## src/rtl/seg7_pkg.sv

```systemverilog
// Shared constants and types for the multiplexed 6-digit 7-segment display driver.
package seg7_pkg;

    localparam int         NUM_DIGITS = 6;
    localparam logic [6:0] SEG_OFF    = 7'h7F;
    localparam logic [5:0] AN_OFF     = 6'h3F;
    // Digits that carry the HH.MM.SS separators when the colon bit is set
    localparam logic [5:0] DP_DIGITS  = 6'b010100;

    typedef logic [2:0] digit_idx_t;

    localparam digit_idx_t LAST_DIGIT = digit_idx_t'(NUM_DIGITS - 1);

    localparam int EN_BIT    = 31;
    localparam int COLON_BIT = 30;
    localparam int BLINK_HI  = 29;
    localparam int BLINK_LO  = 24;

    typedef enum logic {
        BLINK_ON  = 1'b0,
        BLINK_OFF = 1'b1
    } blink_phase_t;

endpackage

```

## src/rtl/hex_to_seg7.sv

```systemverilog
// Combinational hex nibble to active-high a..g segment decoder (bit 0 = a).
module hex_to_seg7 (
    input  logic [3:0] nibble,
    output logic [6:0] seg
);

    always_comb begin
        seg = 7'h00;
        case (nibble)
            4'h0: seg = 7'h3F;
            4'h1: seg = 7'h06;
            4'h2: seg = 7'h5B;
            4'h3: seg = 7'h4F;
            4'h4: seg = 7'h66;
            4'h5: seg = 7'h6D;
            4'h6: seg = 7'h7D;
            4'h7: seg = 7'h07;
            4'h8: seg = 7'h7F;
            4'h9: seg = 7'h6F;
            4'hA: seg = 7'h77;
            4'hB: seg = 7'h7C;
            4'hC: seg = 7'h39;
            4'hD: seg = 7'h5E;
            4'hE: seg = 7'h79;
            4'hF: seg = 7'h71;
            default: seg = 7'h00;
        endcase
    end

endmodule

```

## src/rtl/seg7_scan_driver.sv

```systemverilog
// Scans a 6-digit common-anode 7-segment display from a frame-latched PIO word.
// Optional digit blinking is compiled in when DISP_BLINK_EN is defined.
import seg7_pkg::*;

module seg7_scan_driver #(
    parameter int SCAN_DIV     = 50000,
    parameter int BLANK_CYCLES = 500,
    parameter int BLINK_FRAMES = 64
) (
    input  logic        clk,
    input  logic        reset,
    input  logic [31:0] seg_word,
    output logic [6:0]  seg_n,
    output logic        dp_n,
    output logic [5:0]  an_n
);

    localparam int             CNT_W     = (SCAN_DIV > 1) ? $clog2(SCAN_DIV) : 1;
    localparam logic [CNT_W-1:0] CNT_LAST  = CNT_W'(SCAN_DIV - 1);
    localparam logic [CNT_W-1:0] CNT_BLANK = CNT_W'(BLANK_CYCLES);

    logic [CNT_W-1:0] cnt_q, cnt_d;
    digit_idx_t       idx_q, idx_d;
    logic [31:0]      shadow_q, shadow_d;
    logic             tick;
    logic             frame;
    logic             suppress;
    logic             active;
    logic [3:0]       nibble;
    logic [6:0]       seg_hi;

    // Outputs are registered from the next-state values so the visible
    // anode/segment pattern always lines up with the slot counter.
    always_comb begin
        tick     = (cnt_q == CNT_LAST);
        frame    = tick && (idx_q == LAST_DIGIT);
        cnt_d    = tick ? '0 : cnt_q + CNT_W'(1);
        idx_d    = idx_q;
        if (tick) begin
            idx_d = (idx_q == LAST_DIGIT) ? '0 : idx_q + digit_idx_t'(1);
        end
        shadow_d = frame ? seg_word : shadow_q;
        nibble   = shadow_d[{idx_d, 2'b00} +: 4];
    end

    hex_to_seg7 u_dec (
        .nibble (nibble),
        .seg    (seg_hi)
    );

`ifdef DISP_BLINK_EN
    localparam int               BLINK_W    = (BLINK_FRAMES > 1) ? $clog2(BLINK_FRAMES) : 1;
    localparam logic [BLINK_W-1:0] BLINK_LAST = BLINK_W'(BLINK_FRAMES - 1);

    logic [BLINK_W-1:0] blink_cnt_q, blink_cnt_d;
    blink_phase_t       phase_q, phase_d;
    logic [5:0]         blink_mask;

    always_comb begin
        blink_cnt_d = blink_cnt_q;
        phase_d     = phase_q;
        if (frame) begin
            if (blink_cnt_q == BLINK_LAST) begin
                blink_cnt_d = '0;
                phase_d     = (phase_q == BLINK_ON) ? BLINK_OFF : BLINK_ON;
            end else begin
                blink_cnt_d = blink_cnt_q + BLINK_W'(1);
            end
        end
        blink_mask = shadow_d[BLINK_HI:BLINK_LO];
        suppress   = (phase_d == BLINK_OFF) && blink_mask[idx_d];
    end

    always_ff @(posedge clk or posedge reset) begin
        if (reset) begin
            blink_cnt_q <= '0;
            phase_q     <= BLINK_ON;
        end else begin
            blink_cnt_q <= blink_cnt_d;
            phase_q     <= phase_d;
        end
    end
`else
    logic unused_blink;
    assign unused_blink = ^{shadow_q[BLINK_HI:BLINK_LO], BLINK_FRAMES[0]};
    assign suppress     = 1'b0;
`endif

    always_comb begin
        active = (cnt_d >= CNT_BLANK) && shadow_d[EN_BIT] && !suppress;
    end

    always_ff @(posedge clk or posedge reset) begin
        if (reset) begin
            cnt_q    <= '0;
            idx_q    <= '0;
            shadow_q <= '0;
            seg_n    <= SEG_OFF;
            dp_n     <= 1'b1;
            an_n     <= AN_OFF;
        end else begin
            cnt_q    <= cnt_d;
            idx_q    <= idx_d;
            shadow_q <= shadow_d;
            if (active) begin
                an_n  <= ~(6'b000001 << idx_d);
                seg_n <= ~seg_hi;
                dp_n  <= ~(DP_DIGITS[idx_d] & shadow_d[COLON_BIT]);
            end else begin
                an_n  <= AN_OFF;
                seg_n <= SEG_OFF;
                dp_n  <= 1'b1;
            end
        end
    end

endmodule

```

## config.mk

```make
export PLATFORM = sky130hd
export DESIGN_NAME = seg7_scan_driver
export DESIGN_NICKNAME = d
export VERILOG_FILES = /design/src/rtl/seg7_pkg.sv /design/src/rtl/hex_to_seg7.sv /design/src/rtl/seg7_scan_driver.sv
export SDC_FILE = /design/constraint.sdc
export NUM_CORES = 1
export LEC_CHECK = 0
export BUFFER_PORTS_ARGS = -buffer_cell sky130_fd_sc_hd__buf_4
export CAP_MARGIN = 20
export CORE_ASPECT_RATIO = 0.6
export CORE_MARGIN = 2
export CORE_UTILIZATION = 52
export CTS_CLUSTER_DIAMETER = 60
export DETAILED_ROUTE_END_ITERATION = 10
export PLACE_DENSITY = 0.76
export SLEW_MARGIN = 20
export SYNTH_ARGS = -nofsm -noshare
export SYNTH_HDL_FRONTEND = slang
export SYNTH_SLANG_ARGS = --single-unit
export TNS_END_PERCENT = 10
```

## constraint.sdc

```tcl
create_clock -name clk -period 3.3 [get_ports clk]
set_clock_uncertainty 0.1 [all_clocks]
set_input_delay 0.99 -clock clk [delete_from_list [all_inputs] [get_ports clk]]
set_output_delay 0.99 -clock clk [all_outputs]
set_load 0.005 [all_outputs]
```

# Yosys cells after proc, flatten, opt, wreduce, memory -nomap -nowiden
# Memories as Yosys holds them, arrays and structs flattened.
# Index checks and enable logic that the tools add are counted.
[totals] output_inout_bits=14 in_bits=34 romBits=120 memories=2 ff_bits=65 word_cells=30
[classes] order_cmp=2 n_addsub=2 n_reduce_logical=2 n_mux=8 n_eq_ne=2 shift=2 bitwise=4
[memory_table] memory="(name not given)" words=16 width=7 rd=1 rd_clocked_by_memory_dff=0 wr=0 line="hex_to_seg7.sv:9" rtl="case (nibble)"
[memory_table] memory="(name not given)" words=8 width=1 rd=1 rd_clocked_by_memory_dff=0 wr=0 line="seg7_scan_driver.sv:108" rtl="dp_n <= ~(DP_DIGITS[idx_d] & shadow_d[COLON_BIT]);"
[ops] op="32-bit two-way mux" count=1
[ops] op="32-bit by 6-bit variable part select with 4-bit output" count=1
[ops] op="16-bit by 1-bit adder with 16-bit output (second input constant)" count=1
[ops] op="16-bit equality test (second input constant)" count=1
[ops] op="16-bit by 9-bit greater-or-equal comparator with 1-bit output (second input constant)" count=1
[ops] op="16-bit two-way mux" count=1
[ops] op="7-bit two-way mux" count=1
[ops] op="7-bit NOT" count=1
[ops] op="3-bit two-way mux" count=2
[ops] op="6-bit two-way mux" count=1
[ops] op="6-bit NOT" count=1
[ops] op="1-bit by 3-bit left shift with 6-bit output (first input constant)" count=1
[ops] op="3-bit by 4-bit less-than comparator with 1-bit output (second input constant)" count=1
[ops] op="3-bit by 1-bit adder with 3-bit output (second input constant)" count=1
[ops] op="3-bit equality test (second input constant)" count=1
[ops] op="1-bit logical AND" count=2
[ops] op="1-bit two-way mux" count=2
[ops] op="1-bit AND" count=1
[ops] op="1-bit NOT" count=1

# Depth between registers and ports, before layout
[depth] depth_word=8 ltp_mapped=14 depth_no_buf=13

# Cells and area by module
# From an unflattened synthesis, not the netlist that was laid out.
[hier_totals] hier_cells=423 area_unflattened_um2=3757.4
[by_module_without_submodules] mod="seg7_scan_driver" n_inst=1 cells_per_inst=390 seq_area_each_um2=1644.1 area_each_um2=3469.6
[by_module_without_submodules] mod="hex_to_seg7" n_inst=1 cells_per_inst=33 seq_area_each_um2=0.0 area_each_um2=287.8

# Worst setup path after synthesis
# Ideal clock, no wire load.
[synth_timing] kind="register to register" from="reg cnt_q[5]" to="reg seg_n[5]" setup_ns=0.083 required_ns=3.117 arrival_time_ns=3.470 path_slack_ns=-0.353 period_less_slack_ns=3.653 path_buffers=1 path_stages_with_launch=13 cell_sequence="dfrtp_1 > or4b_1 > buf_2 > nor4_2 > nand2_1 > mux2_2 > a21boi_0 > o2bb2ai_1 > inv_1 > ha_1 > nor3_1 > a21oi_1 > a221o_1"
[synth_between] elab_chain_cells=7 word_cells_on_any_way=12 cone_classes="add/sub (1); order compare (1); eq/ne (1); shift (1); mux (4); bitwise (1); reduce/logical (2); memory (1)"
[synth_rtl] element="from (decl)" line="seg7_scan_driver.sv:22" rtl="logic [CNT_W-1:0] cnt_q, cnt_d;"
[synth_rtl] element="from (signal assigned)" line="seg7_scan_driver.sv:102" rtl="cnt_q <= cnt_d;"
[synth_rtl] element="16-bit equality test" line="seg7_scan_driver.sv:35" rtl="tick = (cnt_q == CNT_LAST);"
[synth_rtl] element="1-bit logical AND" line="seg7_scan_driver.sv:36" rtl="frame = tick && (idx_q == LAST_DIGIT);"
[synth_rtl] element="32-bit two-way mux" line="seg7_scan_driver.sv:42" rtl="shadow_d = frame ? seg_word : shadow_q;"
[synth_rtl] element="via shadow_d[17]" line="seg7_scan_driver.sv:24" rtl="logic [31:0] shadow_q, shadow_d;"
[synth_rtl] element="32-bit by 6-bit variable part select with 4-bit output" line="seg7_scan_driver.sv:43" rtl="nibble = shadow_d[{idx_d, 2'b00} +: 4];"
[synth_rtl] element="memory read 16 x 7 bit"
[synth_rtl] element="7-bit NOT" line="seg7_scan_driver.sv:107" rtl="seg_n <= ~seg_hi;"
[synth_rtl] element="7-bit two-way mux" line="seg7_scan_driver.sv:105" rtl="if (active) begin"
[synth_rtl] element="to (signal assigned)" line="seg7_scan_driver.sv:107"
[synth_rtl] element="to (decl)" line="seg7_scan_driver.sv:13" rtl="output logic [6:0] seg_n,"
# The timed path passes the listed nets, and every way through them passes these cells.

# Worst setup path in the final report
[layout_timing] from="reg cnt_q[7]" to="reg seg_n[6]"
[layout_between] elab_chain_cells=7 word_cells_on_any_way=12 cone_classes="add/sub (1); order compare (1); eq/ne (1); shift (1); mux (4); bitwise (1); reduce/logical (2); memory (1)"
[layout_rtl] element="16-bit equality test" line="seg7_scan_driver.sv:35"
[layout_rtl] element="1-bit logical AND" line="seg7_scan_driver.sv:36"
[layout_rtl] element="32-bit two-way mux" line="seg7_scan_driver.sv:42"
[layout_rtl] element="32-bit by 6-bit variable part select with 4-bit output" line="seg7_scan_driver.sv:43"
[layout_rtl] element="memory read 16 x 7 bit"
[layout_rtl] element="7-bit NOT" line="seg7_scan_driver.sv:107"
[layout_rtl] element="7-bit two-way mux (*)" line="seg7_scan_driver.sv:105"
# Every way passes the cells marked *; elsewhere a longest branch is shown, timed or not.

==> flow_metrics.tcl <==
set metrics [dict create \
    p_int_mw 1.427 \
    fp.dieH_um 68.29 \
    ys_types 63 \
    worst_pin_slew_ps 767.5 \
    clkLatencyLatePin_ps 330 \
    post-route-util 0.7217 \
    crit_type "flip-flop to flip-flop" \
    rr_startpoint "cnt_q[7]$_DFF_PP0_" \
    r2r_setup_slack_ps -60 \
    synth-main-ff-cell "dfrtp_1" \
    fin_ws_ps -55.19 \
    synth_edf_count 0 \
    gp_congestion 0.9538 \
    insertedDiodeCount 0 \
    fin_nets 517 \
    cp_data_arrival_time_ps 3490 \
    hold_violations 0 \
    clockBufferDepth 2 \
    critPathLaunch "cnt_q[7]$_DFF_PP0_" \
    drive_gt1_frac 0.3555 \
    setup_viol 5 \
    die_area_um2 7590 \
    clkPwrFrac 0.505 \
    vias 3192 \
    avgViaCountPerCell 5.620 \
    p_leak_nw 2.155 \
    core-area_um2 6676 \
    area_growth_pct 34.51 \
    period_share 1.017 \
    antenna_found_initial 0 \
    slew_headroom 0.4876 \
    final_common_cell "buf_4" \
    dp_hpwl_mm 7.233 \
    grt_pass1_wl_mm 15.78 \
    r2r-end "seg_n[6]$_DFF_PP1_" \
    ys_seq_elements 65 \
    avgSynthCellArea_um2 9.304 \
    ir_worst_vdd_mv 0.2926 \
    cts_buffers 9 \
    io_pins 48 \
    grt_pass1_vias 3063 \
    grt_overflow 0 \
    async_reset_ff_frac 1.000 \
    syn_inst 385 \
    wl_per_cell_um 16.86 \
    power_density_nw_per_um2 372.0 \
    syn-cell-area_um2 3582 \
    cts_sinks 65 \
    yosysTopAreaCell "dfrtp_1" \
    rsz0062_at_grt "yes" \
    instances_no_fill 568 \
    crit_path_end "seg_n[6]$_DFF_PP1_" \
    p_sw_mw 0.3654 \
    io_buffers 47 \
    start_kind "flip-flop" \
    regArea_um2 1644 \
    worstPathRequired_ps 3440 \
    max_cap_viol_count 0 \
    clk_pin_slew_ps 50 \
    drt_first_pass_iters 4 \
    cp_max_fo 7 \
    yosysSeqAreaShare 0.4590 \
    antenna_left 0 \
    die_x_um 111.2 \
    power_mw 1.792 \
    yosysWarningCount 0 \
    final_cell_mix "97 x buf_4, 89 x nand2_1, 51 x dfrtp_1" \
    drc_errors 0 \
    drv_slew 0 \
    final_cell_area_um2 4818 \
    std_cell_rows 23 \
    worstSetupEndpointType "flip-flop" \
    rr_worst_depth 11 \
    seq_power_share 0.448 \
    track_usage 0.2735 \
    cts_hold_buffers 0 \
    synthTopCellsByArea "dfrtp_1 36%, dfstp_2 10%, nand2_1 9.4%" \
    postPlaceCellArea_um2 4448 \
    h-tree-depth 3 \
    drtIter0Drc 204 \
    multi_input_area_um2 1973 \
    p_comb_frac 0.047 \
    fin_crit_ps 3355 \
    max_freq_mhz 298.0 \
    nFillCells 514 \
    status "complete, but fails checks" \
    synth_top_cell_area_share 0.3563 \
    place_inst 550 \
    p_sw_frac 0.2039 \
    syn_nets 426 \
    routed_wl_mm 9.577 \
    violations "negative setup slack" \
    cts.root.buffer_cell "clkbuf_16" \
    initial_core_util 0.5365 \
    grt_max_degree 36 \
    min_path_type "flip-flop to flip-flop" \
    cts_tree "built" \
]
==> registers in the layout, indices dropped and copies added (netlist names) <==
name,cells
an_n,6
cnt_q,16
dp_n,1
idx_q,3
seg_n,7
shadow_q,32
==> power by group through the flow <==
stage | Sequential (mW) | Clock [mW] | Combinational (mW)
global route | 0.802 | 0.960 | 0.0930
detailed placement | 0.816 | 0 | 0.0800
global placement | 0.815 | 0 | 0.0791
floorplan | 0.815 | 0 | 0.0318
CTS | 0.803 | 0.922 | 0.0808
finish | 0.803 | 0.905 | 0.0844
==> metal layers <==
layer | vias up | wire length (um) | track usage | part of all wire
met5 | - | 0 | 0 | 0
li1 | 1541 | - | - | -
met2 | 102 | 3873 | 0.3942 | 0.40
met3 | 11 | 613 | 0.07263 | 0.064
met1 | 1538 | 4946 | 0.3972 | 0.52
met4 | 0 | 144 | 0.1019 | 0.015
==> worst max-delay path, cell delays in order (launching register included) <==
cell and delay [ps]:
dfrtp_1 380, or4b_4 590, or4_4 610, mux2i_2 190
a221oi_2 340, o22ai_1 110, or2_4 310, inv_4 90
ha_4 150, nor3_4 40, buf_4 130, o31ai_4 230
==> how the worst min path moves through the flow <==
stage                           startpoint                endpoint  depth (start not counted)
floorplan           shadow_q[27]$_DFF_PP0_  shadow_q[27]$_DFF_PP0_                          2
global placement    shadow_q[12]$_DFF_PP0_  shadow_q[12]$_DFF_PP0_                          2
detailed placement  shadow_q[12]$_DFF_PP0_  shadow_q[12]$_DFF_PP0_                          2
CTS                 shadow_q[12]$_DFF_PP0_  shadow_q[12]$_DFF_PP0_                          2
global route        shadow_q[25]$_DFF_PP0_  shadow_q[25]$_DFF_PP0_                          2
finish              shadow_q[12]$_DFF_PP0_  shadow_q[12]$_DFF_PP0_                          2
==> cell usage after synthesis (2+ instances only) <==
master / n
a21oi_1: 10
clkbuf_1: 13
and2_1: 6
o21ai_0: 16
nand4_1: 5
a21boi_0: 2
a221oi_1: 2
nor2b_1: 2
ha_1: 7
a311oi_1: 2
dfrtp_1: 51
o22ai_1: 6
and3_1: 4
buf_6: 2
nor2_1: 22
xnor2_1: 7
a31oi_1: 6
nor3_1: 7
buf_2: 3
or4_1: 3
o31ai_1: 4
nand2_1: 90
nand4bb_1: 2
xor2_1: 7
or3_1: 7
o32ai_1: 2
dfstp_2: 14
or2_1: 3
a221o_1: 3
a211oi_1: 4
mux2i_1: 10
nand2b_1: 2
nand3_1: 9
inv_1: 15
mux2_2: 7
nor4_1: 3
==> stage by stage <==
| step | hold slack (ps) | setup slack (ps) | TNS [ps] |
|---|---|---|---|
| floorplan | 330.9 | -10.54 | -11.22 |
| global placement | 352.2 | -34.84 | -99.74 |
| detailed placement | 369.3 | -137.7 | -527.4 |
| CTS | 381.7 | 25.88 | 0 |
| global route | 399.7 | -166.7 | -912.9 |
| finish | 374.7 | -55.19 | -171.7 |
==> final cells by class <==
type	count	share of cell area
multi-input cells	286	0.4095
flip-flops and latches	65	0.3412
inverters	16	0.01298
repair buffers	98	0.1553
clock inverters	4	0.009348
clock buffers	12	0.04908
well taps	87	0.02259
==> cells by family after synthesis <==
family,synth area share
flip-flops,0.4590
XOR/XNOR,0.03423
multiplexers,0.05414
AO/OA/AOI/OAI,0.1481
AND/OR/NAND/NOR,0.2393
adder cells (fa/ha/maj),0.02445
buffers and inverters,0.04086
==> repair_timing <==
item,4_1_cts,5_1_grt
gates resized for setup,3,14
endpoints found under the hold margin,0,0
gates cloned,0,0
pin swaps,0,12
endpoints found under the setup margin,6,7
setup buffers,0,2
No activity file was read; power rests on OpenSTA's default activity.
